File: config.mk
export PLATFORM = sky130hd
export DESIGN_NAME = priority_encoder_serial_flat
export DESIGN_NICKNAME = d
export VERILOG_FILES = /design/src/rtl/priority_encoder_serial_if.sv /design/src/rtl/priority_encoder_serial.sv /design/src/flat_wrapper.sv
export SDC_FILE = /design/constraint.sdc
export NUM_CORES = 1
export LEC_CHECK = 0
export BUFFER_PORTS_ARGS = -buffer_cell sky130_fd_sc_hd__buf_2
export CORE_MARGIN = 2
export CORE_UTILIZATION = 35
export DETAILED_ROUTE_END_ITERATION = 10
export HOLD_SLACK_MARGIN = 0.15
export RECOVER_POWER = 25
export SYNTH_ARGS = -nofsm -noshare
export SYNTH_HDL_FRONTEND = slang
export SYNTH_SLANG_ARGS = --single-unit
File: constraint.sdc
create_clock -name clk -period 1.4 [get_ports clk]
set_clock_uncertainty 0.15 [all_clocks]
set_input_delay 0.42 -clock clk [delete_from_list [all_inputs] [get_ports clk]]
set_output_delay 0.42 -clock clk [all_outputs]
set_load 0.02 [all_outputs]
File: src/rtl/priority_encoder_serial_if.sv
// +--------------------------------------------------------------------+
// | priority_encoder_serial_if: load/emit handshake bundle for the      |
// | serial priority encoder (pend_cnt present under PENC_COUNT_EN)     |
// | Revision: 1.0                                                      |
// +--------------------------------------------------------------------+
`default_nettype none

interface priority_encoder_serial_if;
    logic [7:0] in;
    logic       e;
    logic       in_ready;
    logic [2:0] out;
    logic       out_valid;
    logic       out_ready;
    logic       out_last;
`ifdef PENC_COUNT_EN
    logic [3:0] pend_cnt;
`endif

    modport master (
        output in,
        output e,
        output out_ready,
        input  in_ready,
        input  out,
        input  out_valid,
        input  out_last
`ifdef PENC_COUNT_EN
        ,
        input  pend_cnt
`endif
    );

    modport slave (
        input  in,
        input  e,
        input  out_ready,
        output in_ready,
        output out,
        output out_valid,
        output out_last
`ifdef PENC_COUNT_EN
        ,
        output pend_cnt
`endif
    );
endinterface

`default_nettype wire

File: src/rtl/priority_encoder_serial.sv
// +--------------------------------------------------------------------+
// | priority_encoder_serial: captures an 8-bit request vector and      |
// | emits set-bit indices one per accepted cycle, in priority order.   |
// | Optional macro PENC_COUNT_EN adds the pend_cnt popcount output.    |
// | Revision: 1.0                                                      |
// +--------------------------------------------------------------------+
`default_nettype none

module priority_encoder_serial #(
    parameter int PRIO_HIGH = 1
) (
    input  wire logic                clk,
    input  wire logic                rst,
    priority_encoder_serial_if.slave bus
);

    typedef enum logic [0:0] {
        S_IDLE = 1'b0,
        S_BUSY = 1'b1
    } state_t;

    state_t     r_state;
    state_t     w_state_next;
    logic [7:0] r_pending;
    logic [7:0] w_pending_next;
    logic [2:0] w_idx;
    logic       w_busy;
    logic       w_last;
    logic       w_fire;

    // Output qualification includes rst so the outputs are quiet for the
    // whole time reset is held, not only after the first reset edge.
    assign w_busy = (r_state == S_BUSY) && !rst;
    assign w_last = w_busy && ((r_pending & (r_pending - 8'd1)) == 8'd0);
    assign w_fire = w_busy && bus.out_ready;

    generate
        if (PRIO_HIGH != 0) begin : g_desc
            always_comb begin
                w_idx = 3'd0;
                for (int i = 0; i < 8; i++) begin
                    if (r_pending[i]) w_idx = 3'(i);
                end
            end
        end else begin : g_asc
            always_comb begin
                w_idx = 3'd0;
                for (int i = 7; i >= 0; i--) begin
                    if (r_pending[i]) w_idx = 3'(i);
                end
            end
        end
    endgenerate

    always_comb begin
        w_state_next   = r_state;
        w_pending_next = r_pending;
        case (r_state)
            S_IDLE: begin
                if (bus.e && (bus.in != 8'd0)) begin
                    w_pending_next = bus.in;
                    w_state_next   = S_BUSY;
                end
            end
            S_BUSY: begin
                if (w_fire) begin
                    if (w_last) begin
                        w_pending_next = 8'd0;
                        w_state_next   = S_IDLE;
                    end else begin
                        w_pending_next = r_pending & ~(8'd1 << w_idx);
                    end
                end
            end
            default: begin
                w_state_next   = S_IDLE;
                w_pending_next = 8'd0;
            end
        endcase
    end

    always_ff @(posedge clk) begin
        if (rst) begin
            r_state   <= S_IDLE;
            r_pending <= 8'd0;
        end else begin
            r_state   <= w_state_next;
            r_pending <= w_pending_next;
        end
    end

    assign bus.in_ready  = (r_state == S_IDLE) && !rst;
    assign bus.out_valid = w_busy;
    assign bus.out       = w_busy ? w_idx : 3'd0;
    assign bus.out_last  = w_last;

`ifdef PENC_COUNT_EN
    logic [3:0] w_cnt;

    always_comb begin
        w_cnt = 4'd0;
        for (int i = 0; i < 8; i++) begin
            w_cnt = w_cnt + {3'd0, r_pending[i]};
        end
    end

    assign bus.pend_cnt = rst ? 4'd0 : w_cnt;
`endif

endmodule

`default_nettype wire

File: src/flat_wrapper.sv
// flat-port wrapper written by rule: the top's interface ports become plain ports
module priority_encoder_serial_flat 
#(
    parameter int PRIO_HIGH = 1
)
  (clk, rst, bus_in, bus_e, bus_out_ready, bus_in_ready, bus_out, bus_out_valid, bus_out_last);
  priority_encoder_serial_if bus_i ();
  input  wire logic clk;
  input  wire logic rst;
  input wire logic [$bits(bus_i.in)-1:0] bus_in;
  input wire logic [$bits(bus_i.e)-1:0] bus_e;
  input wire logic [$bits(bus_i.out_ready)-1:0] bus_out_ready;
  output wire logic [$bits(bus_i.in_ready)-1:0] bus_in_ready;
  output wire logic [$bits(bus_i.out)-1:0] bus_out;
  output wire logic [$bits(bus_i.out_valid)-1:0] bus_out_valid;
  output wire logic [$bits(bus_i.out_last)-1:0] bus_out_last;
  assign bus_i.in = bus_in;
  assign bus_i.e = bus_e;
  assign bus_i.out_ready = bus_out_ready;
  assign bus_in_ready = bus_i.in_ready;
  assign bus_out = bus_i.out;
  assign bus_out_valid = bus_i.out_valid;
  assign bus_out_last = bus_i.out_last;
  priority_encoder_serial #(.PRIO_HIGH(PRIO_HIGH)) u_core (.clk(clk), .rst(rst), .bus(bus_i));
endmodule
==> results by group, run 1 <==
Floorplan
  – Core box area: 0.001541 sq mm
  – Top-level port count: 18
  – Die Height: 45.21 um
  – FP Rows: 14
  – DIE AREA: ~0.0020 sq mm
  – Die Width: 45.21 um
  – Initial core utilization: 38.56%

Logic synthesis
  – Sequential area share after synthesis: between 30% and 40%
  – Syn avg cell area: 7.619 sq um
  – Syn nets: 90
  – Ys Warns: 0
  – Post-synthesis cell type count: 29
  – Cell Area, Synth: just under 600 sq um
  – Cells after synthesis: 78
  – FF+latch count, synth: 9

Placement
  – I/O Buffers: 17
  – Routability cong.: 0.8309
  – Final HPWL DP: between 1000 and 1500 um

CTS
  – Clock Latency Late Sink: approximately 280 ps
  – Num CTS Buffers: 3
  – Hold_buf cts: 0
  – Sink Count: 9
  – H-tree depth: 1
  – CTS clk-pin slew, worst paths: about 70 ps
  – CTS tree: done
  – CTS max path bufs: 2
  – CTS Root Buffer Type: clkbuf_4

Routing
  – DR WL/cell: around 19 um
  – Number of nets still failing antenna checks after routing: 0
  – Post-DR vias/cell: a little over 6
  – Drt drc: 0
  – Drt pass-1 iters: 4
  – Number of DRC markers in iteration 0: 31
  – Final WL: 2669 um
  – DR vias: about 880

Cells and area
  – Most frequent cells in the layout: buf_4 (23), buf_6 (17), buf_2 (11)
  – Multi-input gate area: 554.3 sq um
  – Fillers: between 80 and 90
  – Register Area: between 150 and 200 sq um
  – Share of cells above drive strength 1: between 70% and 80%
  – Commonest non-fill, non-tap cell in the layout: buf_4
  – Core Util, Final: around four fifths
  – Ant. Diodes: 0
  – Fin nets: approximately 140
  – Synth-to-Final Area Change: 108.0%

Timing
  – RSZ-0062 raised after global routing: yes
  – Final setup TNS: -3019 ps
  – Final hold viol count: 0
  – Minimum clock period: around 2200 ps
  – Final setup margin: -780.9 ps
  – Final Max Tran Viols: 0
  – Fmax: approximately 0.46 GHz
  – Setup Viol. Count Final: 13
  – Max-slew headroom: around 76%
  – Slew of the pin with the lowest slew margin: ~350 ps
  – Period utilization: 155.8%

Global routing
  – Initial antenna violation count: 0
  – Largest net degree at the start of global routing: 11
  – Number of global-route vias before repair: ~800
  – GRT overflow: 0
  – First-pass GRT wire length: 3512 um
  – GR Util All Layers: approximately 24%

Setup path
  – CP Data Required Time: approximately 830 ps
  – Crit-path max FO: 4
  – Critical path data arrival time: 1610 ps
  – CP Launch Type: flop
  – CP endpoint kind: output pin
  – RR Startpoint: u_core.r_pending[2]
  – Critical path origin: u_core.r_pending[2]
  – Crit Path Class: flop to output pin

Run status
  – Failing checks: negative setup slack
  – Status: finished, violations left

Worst hold path
  – Min-delay src: bus_out_ready
  – Hold Crit Class: primary input to flop

Pwr
  – Total power draw: 1.014 mW
  – Leak: between 0.5 and 0.6 nW
  – Power Density: 820.7 mW/mm^2
  – Peak supply drop: approximately 620 uV

Flow run
  – Max cap viols: 0
## cell families after synthesis
kind of cell	count (synthesis)	synth area share, %
flip-flops	9	30.32
AND/OR/NAND/NOR	29	27.16
buffers and inverters	10	8.420
AO/OA/AOI/OAI	30	34.10
## timing repair
action	4_1_cts	5_1_grt
gates resized for setup	42	20
endpoints found under the setup margin	13	15
endpoints found under the hold margin	0	0
buffers inserted	4	5
pin swaps	15	13
## report_power, final
group | switching, mW | internal, mW
clock | 0.110 | 0.111
sequential | 0.0316 | 0.279
combinational | 0.234 | 0.250
## final cells by class
| type | count | area share, % |
|---|---|---|
| Inverter | 5 | 1.518 |
| Clock buffer | 4 | 2.125 |
| Tap cell | 16 | 1.619 |
| Timing Repair Buffer | 51 | 33.91 |
| Multi-Input combinational cell | 59 | 44.84 |
| Sequential cell | 9 | 15.99 |
## through the flow
stage	worst slack (ps)	area, sq um	std cells	hold slack, ps
2_1_floorplan	-325.8	630.6	78	346.1
3_3_place_gp	-397.0	893.4	132	448.2
3_5_place_dp	-431.6	893.4	132	423.8
4_1_cts	-691.5	1109	140	253.0
5_1_grt	-804.6	1236	144	233.3
6_report	-780.9	1236	144	235.6
## cell usage after synthesis
master / n / area, sq um
clkbuf_1: 2 / 7.510
nand3_1: 3 / 15.01
nor4_1: 3 / 18.77
o311ai_0: 2 / 17.52
nor3b_1: 3 / 22.52
o21a_1: 1 / 7.510
o211ai_1: 1 / 7.510
buf_6: 1 / 11.26
nor2_1: 5 / 18.77
o21ai_1: 2 / 10.01
a21oi_1: 7 / 35.03
and3_1: 1 / 6.260
nand2_1: 9 / 33.78
buf_4: 1 / 7.510
inv_2: 1 / 3.750
buf_2: 1 / 5.000
a211oi_1: 2 / 15.01
inv_1: 4 / 15.01
nor4_4: 1 / 21.27
nor2_2: 1 / 6.260
a2bb2oi_1: 1 / 8.760
a221oi_1: 1 / 8.760
a21o_1: 2 / 15.01
o32ai_1: 1 / 8.760
a31oi_1: 7 / 43.79
nand2b_1: 3 / 18.77
dfxtp_1: 9 / 180.2
a211oi_2: 1 / 12.51
o22ai_1: 2 / 12.51
## worst max-delay path: stages, from the launching register on
cell and delay (ps):
dfxtp_4 360, nor4_4 350, nand2_1 180, a211oi_4 280, buf_6 160
## path summary, 6_finish.rpt
kind / to / slack, ps / depth (start not counted)
setup / recovery: bus_out_last / -780 / 4
hold / removal: u_core.r_state / 240 / 2
setup reg to reg: u_core.r_state / -250 / 5
hold reg to reg: u_core.r_pending[3] / 500 / 3
## metal layers
| metal | share of wire [%] | GRT usage, % | vias up |
|---|---|---|---|
| li1 | - | - | 395 |
| met1 | 40 | 33.33 | 414 |
| met2 | 49 | 38.86 | 56 |
| met3 | 6.3 | 3.600 | 16 |
| met4 | 4.3 | 8.824 | 0 |
| met5 | 0 | 0 | - |
## registers in the layout (all words and copies together) (netlist names)
register	flops
u_core.r_pending	8
u_core.r_state	1
Note: power is estimated with default switching activity, not from simulation.
==> inputs of run 2 (changes only) <==
--- a/config.mk
+++ b/config.mk
@@ -5,10 +5,10 @@
 export SDC_FILE = /design/constraint.sdc
 export NUM_CORES = 1
 export LEC_CHECK = 0
-export BUFFER_PORTS_ARGS = -buffer_cell sky130_fd_sc_hd__buf_2
 export CORE_MARGIN = 2
 export CORE_UTILIZATION = 35
 export DETAILED_ROUTE_END_ITERATION = 10
+export DONT_BUFFER_PORTS = 1
 export HOLD_SLACK_MARGIN = 0.15
 export RECOVER_POWER = 25
 export SYNTH_ARGS = -nofsm -noshare
==> results by group, run 2 (synthesized netlist as in run 1, its figures left out) <==
Pwr
  – Leak: 0.4687 nW
  – Power Density: between 800 and 900 mW/mm^2
  – Peak supply drop: 624.3 uV
  – Total power draw: slightly above 1 mW

Routing
  – Drt pass-1 iters: 4
  – DR top layer: met4
  – DR WL/cell: about 23 um
  – Number of nets still failing antenna checks after routing: 0
  – WL met2: between 1000 and 1500 um
  – Final WL: about 3000 um
  – Number of DRC markers in iteration 0: 45
  – DR WL met3: between 300 and 400 um
  – Post-DR vias/cell: roughly 6.6
  – DR vias: 863
  – Drt drc: 0
  – Wire length on met1: approximately 1100 um

Setup path
  – CP Data Required Time: around 830 ps
  – RR Startpoint: u_core.r_pending[3]
  – Critical path data arrival time: 1490 ps
  – Crit-path max FO: 4
  – CP Launch Type: flop
  – Crit Path Class: flop to output pin
  – R2R cell count: 6
  – Setup slack, reg-to-reg: -200 ps
  – CP endpoint kind: output pin
  – RR Endpoint: u_core.r_state

Timing
  – Max-slew headroom: a little over 70%
  – Minimum clock period: about 2100 ps
  – Final Max Tran Viols: 0
  – Final setup margin: -662.6 ps
  – Fin Hold WS: about 180 ps
  – Fmax: between 0.4 and 0.5 GHz
  – Period utilization: 147.3%
  – Slew of the pin with the lowest slew margin: ~430 ps
  – Setup Viol. Count Final: 15
  – Final setup TNS: -2842 ps
  – Final hold viol count: 0
  – RSZ-0062 raised after global routing: yes

Run status
  – Failing checks: negative setup slack
  – Status: finished, violations left

CTS
  – Clock Latency Late Sink: between 200 and 300 ps
  – Sink Count: 9
  – H-tree depth: 1
  – CTS clk-pin slew, worst paths: roughly 70 ps
  – CTS Root Buffer Type: clkbuf_4
  – CTS max path bufs: 2
  – Num CTS Buffers: 3
  – CTS tree: done

Cells and area
  – Biggest register: u_core.r_pending
  – Register Area: just under 200 sq um
  – Commonest non-fill, non-tap cell in the layout: buf_4
  – Multi-input gate area: roughly 600 sq um
  – Fillers: slightly above 70
  – Largest register FFs: 8
  – Share of cells above drive strength 1: between 70 and 80%
  – Fin nets: between 100 and 150
  – Most frequent cells in the layout: buf_4 (17), buf_6 (15), nand2_1 (7)
  – Synth-to-Final Area Change: 105.3%
  – Ant. Diodes: 0
  – Final instance area: between 0.001 and 0.0015 sq mm
  – Biggest registers after layout: u_core.r_pending x8, u_core.r_state x1
  – Final Non-Filler Cells: 130

Worst hold path
  – Worst Hold Depth: 2
  – Hold Crit Class: primary input to flop
  – Min-delay src: bus_in[3]
  – WHS Endpoint: u_core.r_pending[3]

Floorplan
  – DIE AREA: around 0.002 sq mm
  – FP Rows: 14
  – Initial core utilization: around two fifths
  – Core box area: between 0.0015 and 0.002 sq mm
  – Die Width: between 40 and 50 um
  – Die Height: roughly 45 um
  – Top-level port count: 18

Global routing
  – First-pass GRT wire length: between 3000 and 4000 um
  – Largest net degree at the start of global routing: 9
  – Number of global-route vias before repair: between 800 and 900
  – GR Util All Layers: 26.01%
  – Initial antenna violation count: 0
  – GRT overflow: 0

Placement
  – Cells after DPL: 115
  – Final HPWL DP: about 1400 um
  – Dpl cell area: approximately 800 sq um
  – Routability cong.: roughly 0.8
  – I/O Buffers: 0

Flow run
  – Max cap viols: 0
[run 2: worst max-delay path by stage]
stage,to,start,slack (ps)
detailed placement,bus_out_last,u_core.r_pending[3],-370
finish,bus_out_last,u_core.r_pending[3],-660
CTS,bus_out_last,u_core.r_pending[3],-610
global route,bus_out_last,u_core.r_pending[3],-720
floorplan,bus_out_last,u_core.r_pending[3],-330
global placement,bus_out_last,u_core.r_pending[3],-320
[run 2: final cells by class]
| class | count | share of cell area [%] |
|---|---|---|
| well taps | 16 | 1.641 |
| clock buffers | 4 | 2.154 |
| flip-flops and latches | 9 | 16.21 |
| repair buffers | 37 | 29.23 |
| inverters | 5 | 1.744 |
| multi-input cells | 59 | 49.03 |
[run 2: repair_timing]
item | in CTS | in global routing
setup endpoints to repair | 11 | 15
hold buffers | 3 | 0
gates resized for setup | 36 | 34
pin swaps | 9 | 13
hold endpoints to repair | 8 | 0
buffers inserted | 5 | 4
[run 2: worst max-delay path, cell delays in order, from the launching register on]
cell and delay, ps:
dfxtp_2 350, nor4_4 330, nand2_1 150, a211oi_4 230, buf_6 150
[run 2: report_power, final]
part	internal (mW)	total (mW)	leakage, nW	switching, mW
logic	0.253	0.498	0.376	0.245
clock network	0.110	0.222	0.0150	0.112
registers	0.279	0.312	0.0780	0.0326
total	0.642	1.03	0.469	0.389
[run 2: routing by layer]
layer  global-route usage (%)  vias to the layer above
li1                         -                      365
met3                    3.200                       17
met4                    12.35                        0
met5                        0                        -
met2                    46.00                       68
met1                    30.73                      413
[run 2: metrics by stage]
step / util, % / setup WS, ps
floorplan: - / -325.8
global placement: 52.44 / -323.1
detailed placement: 52.44 / -371.4
CTS: 67.29 / -609.3
global route: 79.14 / -720.7
finish: 79.14 / -662.6
==> inputs of run 3 (changes only) <==
--- a/config.mk
+++ b/config.mk
@@ -5,7 +5,6 @@
 export SDC_FILE = /design/constraint.sdc
 export NUM_CORES = 1
 export LEC_CHECK = 0
-export CORE_MARGIN = 2
 export CORE_UTILIZATION = 35
 export DETAILED_ROUTE_END_ITERATION = 10
 export DONT_BUFFER_PORTS = 1
==> results by group, run 3 (synthesized netlist as in run 1, its figures left out) <==
Run status
  – Status: finished, violations left
  – Failing checks: negative setup slack

Placement
  – Final HPWL DP: 1429 um
  – I/O Buffers: 0
  – Routability cong.: between 0.8 and 0.9
  – Cells after DPL: ~120

Cells and area
  – Most frequent cells in the layout: buf_4 (20), buf_6 (13), nand2_1 (7)
  – Biggest register: u_core.r_pending
  – Ant. Diodes: 0
  – Final Non-Filler Cells: between 100 and 150
  – Largest register FFs: 8
  – Fin nets: 125
  – Synth-to-Final Area Change: 86.32%
  – Core Util, Final: between 70% and 80%
  – Biggest registers after layout: u_core.r_pending x8, u_core.r_state x1
  – Share of cells above drive strength 1: ~64%
  – Commonest non-fill, non-tap cell in the layout: buf_4

Timing
  – Max-slew headroom: between 70% and 80%
  – Setup Viol. Count Final: 15
  – Final hold viol count: 0
  – Slew of the pin with the lowest slew margin: about 420 ps
  – Period utilization: 149.2%
  – Final setup TNS: -4403 ps
  – Minimum clock period: ~2100 ps
  – Final Max Tran Viols: 0
  – Final setup margin: -688.8 ps
  – RSZ-0062 raised after global routing: yes
  – Fmax: 0.4787 GHz

Global routing
  – GRT overflow: 0
  – Initial antenna violation count: 0
  – GR Util All Layers: between 20% and 30%
  – First-pass GRT wire length: roughly 3700 um
  – Largest net degree at the start of global routing: 9
  – Number of global-route vias before repair: a little over 800

Floorplan
  – FP Rows: 14
  – Core box area: approximately 0.0015 sq mm
  – Top-level port count: 18
  – Die Height: around 43 um
  – Die Width: approximately 43 um
  – Initial core utilization: between 30 and 40%
  – DIE AREA: 0.001867 sq mm

Pwr
  – Peak supply drop: between 500 and 600 uV
  – Power Density: between 800 and 900 mW/mm^2
  – Leak: approximately 0.43 nW

Setup path
  – Critical path data arrival time: approximately 1500 ps
  – RR Startpoint: u_core.r_state
  – RR Endpoint: u_core.r_pending[0]
  – Crit-path max FO: 4
  – CP endpoint kind: output pin
  – CP Data Required Time: between 800 and 900 ps
  – R2R cell count: 8
  – Crit Path Class: flop to output pin
  – Setup slack, reg-to-reg: -260 ps
  – CP Launch Type: flop

CTS
  – Sink Count: 9
  – CTS clk-pin slew, worst paths: about 70 ps
  – Clock Latency Late Sink: between 200 and 300 ps
  – CTS tree: done
  – Num CTS Buffers: 3
  – CTS Root Buffer Type: clkbuf_4
  – H-tree depth: 1
  – CTS max path bufs: 2

Routing
  – Post-DR vias/cell: around 6.5
  – Drt pass-1 iters: 4
  – Drt drc: 0
  – Number of nets still failing antenna checks after routing: 0
  – DR vias: 833
  – Number of DRC markers in iteration 0: 44
  – Final WL: ~2600 um
  – DR WL/cell: approximately 20 um

Worst hold path
  – Worst Hold Depth: 2
  – Min-delay src: bus_in[3]
  – Hold Crit Class: primary input to flop
  – WHS Endpoint: u_core.r_pending[3]

Flow run
  – Max cap viols: 0
==> run 3: per-stage QoR <==
stage / cell area [sq um] / setup slack, ps / power [mW] / hold WS, ps
global route: 1107 / -758.3 / 0.9984 / 153.7
global placement: 808.3 / -324.9 / 0.5843 / 344.6
floorplan: 630.6 / -325.8 / 0.4846 / 346.1
CTS: 1015 / -628.6 / 0.8907 / 155.3
finish: 1107 / -688.8 / 0.9696 / 156.7
detailed placement: 808.3 / -354.5 / 0.5914 / 342.2
==> run 3: layer usage <==
layer  track usage [%]  routed length (um)
met4             17.58                 102
met1             32.38                 981
met5                 0                   0
met2             47.16                1263
met3             4.255                 216
==> run 3: where the power goes <==
| group | switching, mW | total, mW | internal, mW | leakage, nW |
|---|---|---|---|---|
| Combinational | 0.214 | 0.441 | 0.227 | 0.334 |
| Clock | 0.111 | 0.221 | 0.111 | 0.0150 |
| Sequential | 0.0288 | 0.308 | 0.279 | 0.0773 |
| Total | 0.353 | 0.970 | 0.616 | 0.427 |
==> run 3: worst max path at each step <==
stage | start | endpoint | slack (ps) | cells after the start
detailed placement | u_core.r_pending[0] | bus_out_last | -350 | 4
global route | u_core.r_pending[0] | bus_out_last | -760 | 5
floorplan | u_core.r_pending[3] | bus_out_last | -330 | 4
CTS | u_core.r_pending[3] | bus_out_last | -630 | 4
global placement | u_core.r_pending[0] | bus_out_last | -320 | 5
finish | u_core.r_pending[0] | bus_out_last | -690 | 5
==> run 3: cell type report <==
| class | instances | area (sq um) |
|---|---|---|
| clock buffer | 4 | 26.28 |
| fill | 91 | 434.2 |
| timing repair buffer | 35 | 316.6 |
| tap | 16 | 20.02 |
| inverter | 5 | 18.77 |
| sequential | 9 | 193.9 |
| multi-input combinational | 59 | 531.8 |
==> run 3: worst max-delay path, cell delays in order (launching register included) <==
cell,delay (ps)
dfxtp_2,370
buf_4,160
a211oi_1,190
nor2_1,120
a211oi_4,250
buf_6,160
==> run 3: what timing repair did <==
action	in CTS	in global routing
endpoints found under the hold margin	8	0
setup endpoints to repair	15	15
hold buffers	2	0
setup buffers	6	4
pin swaps	17	4
gates resized for setup	31	16
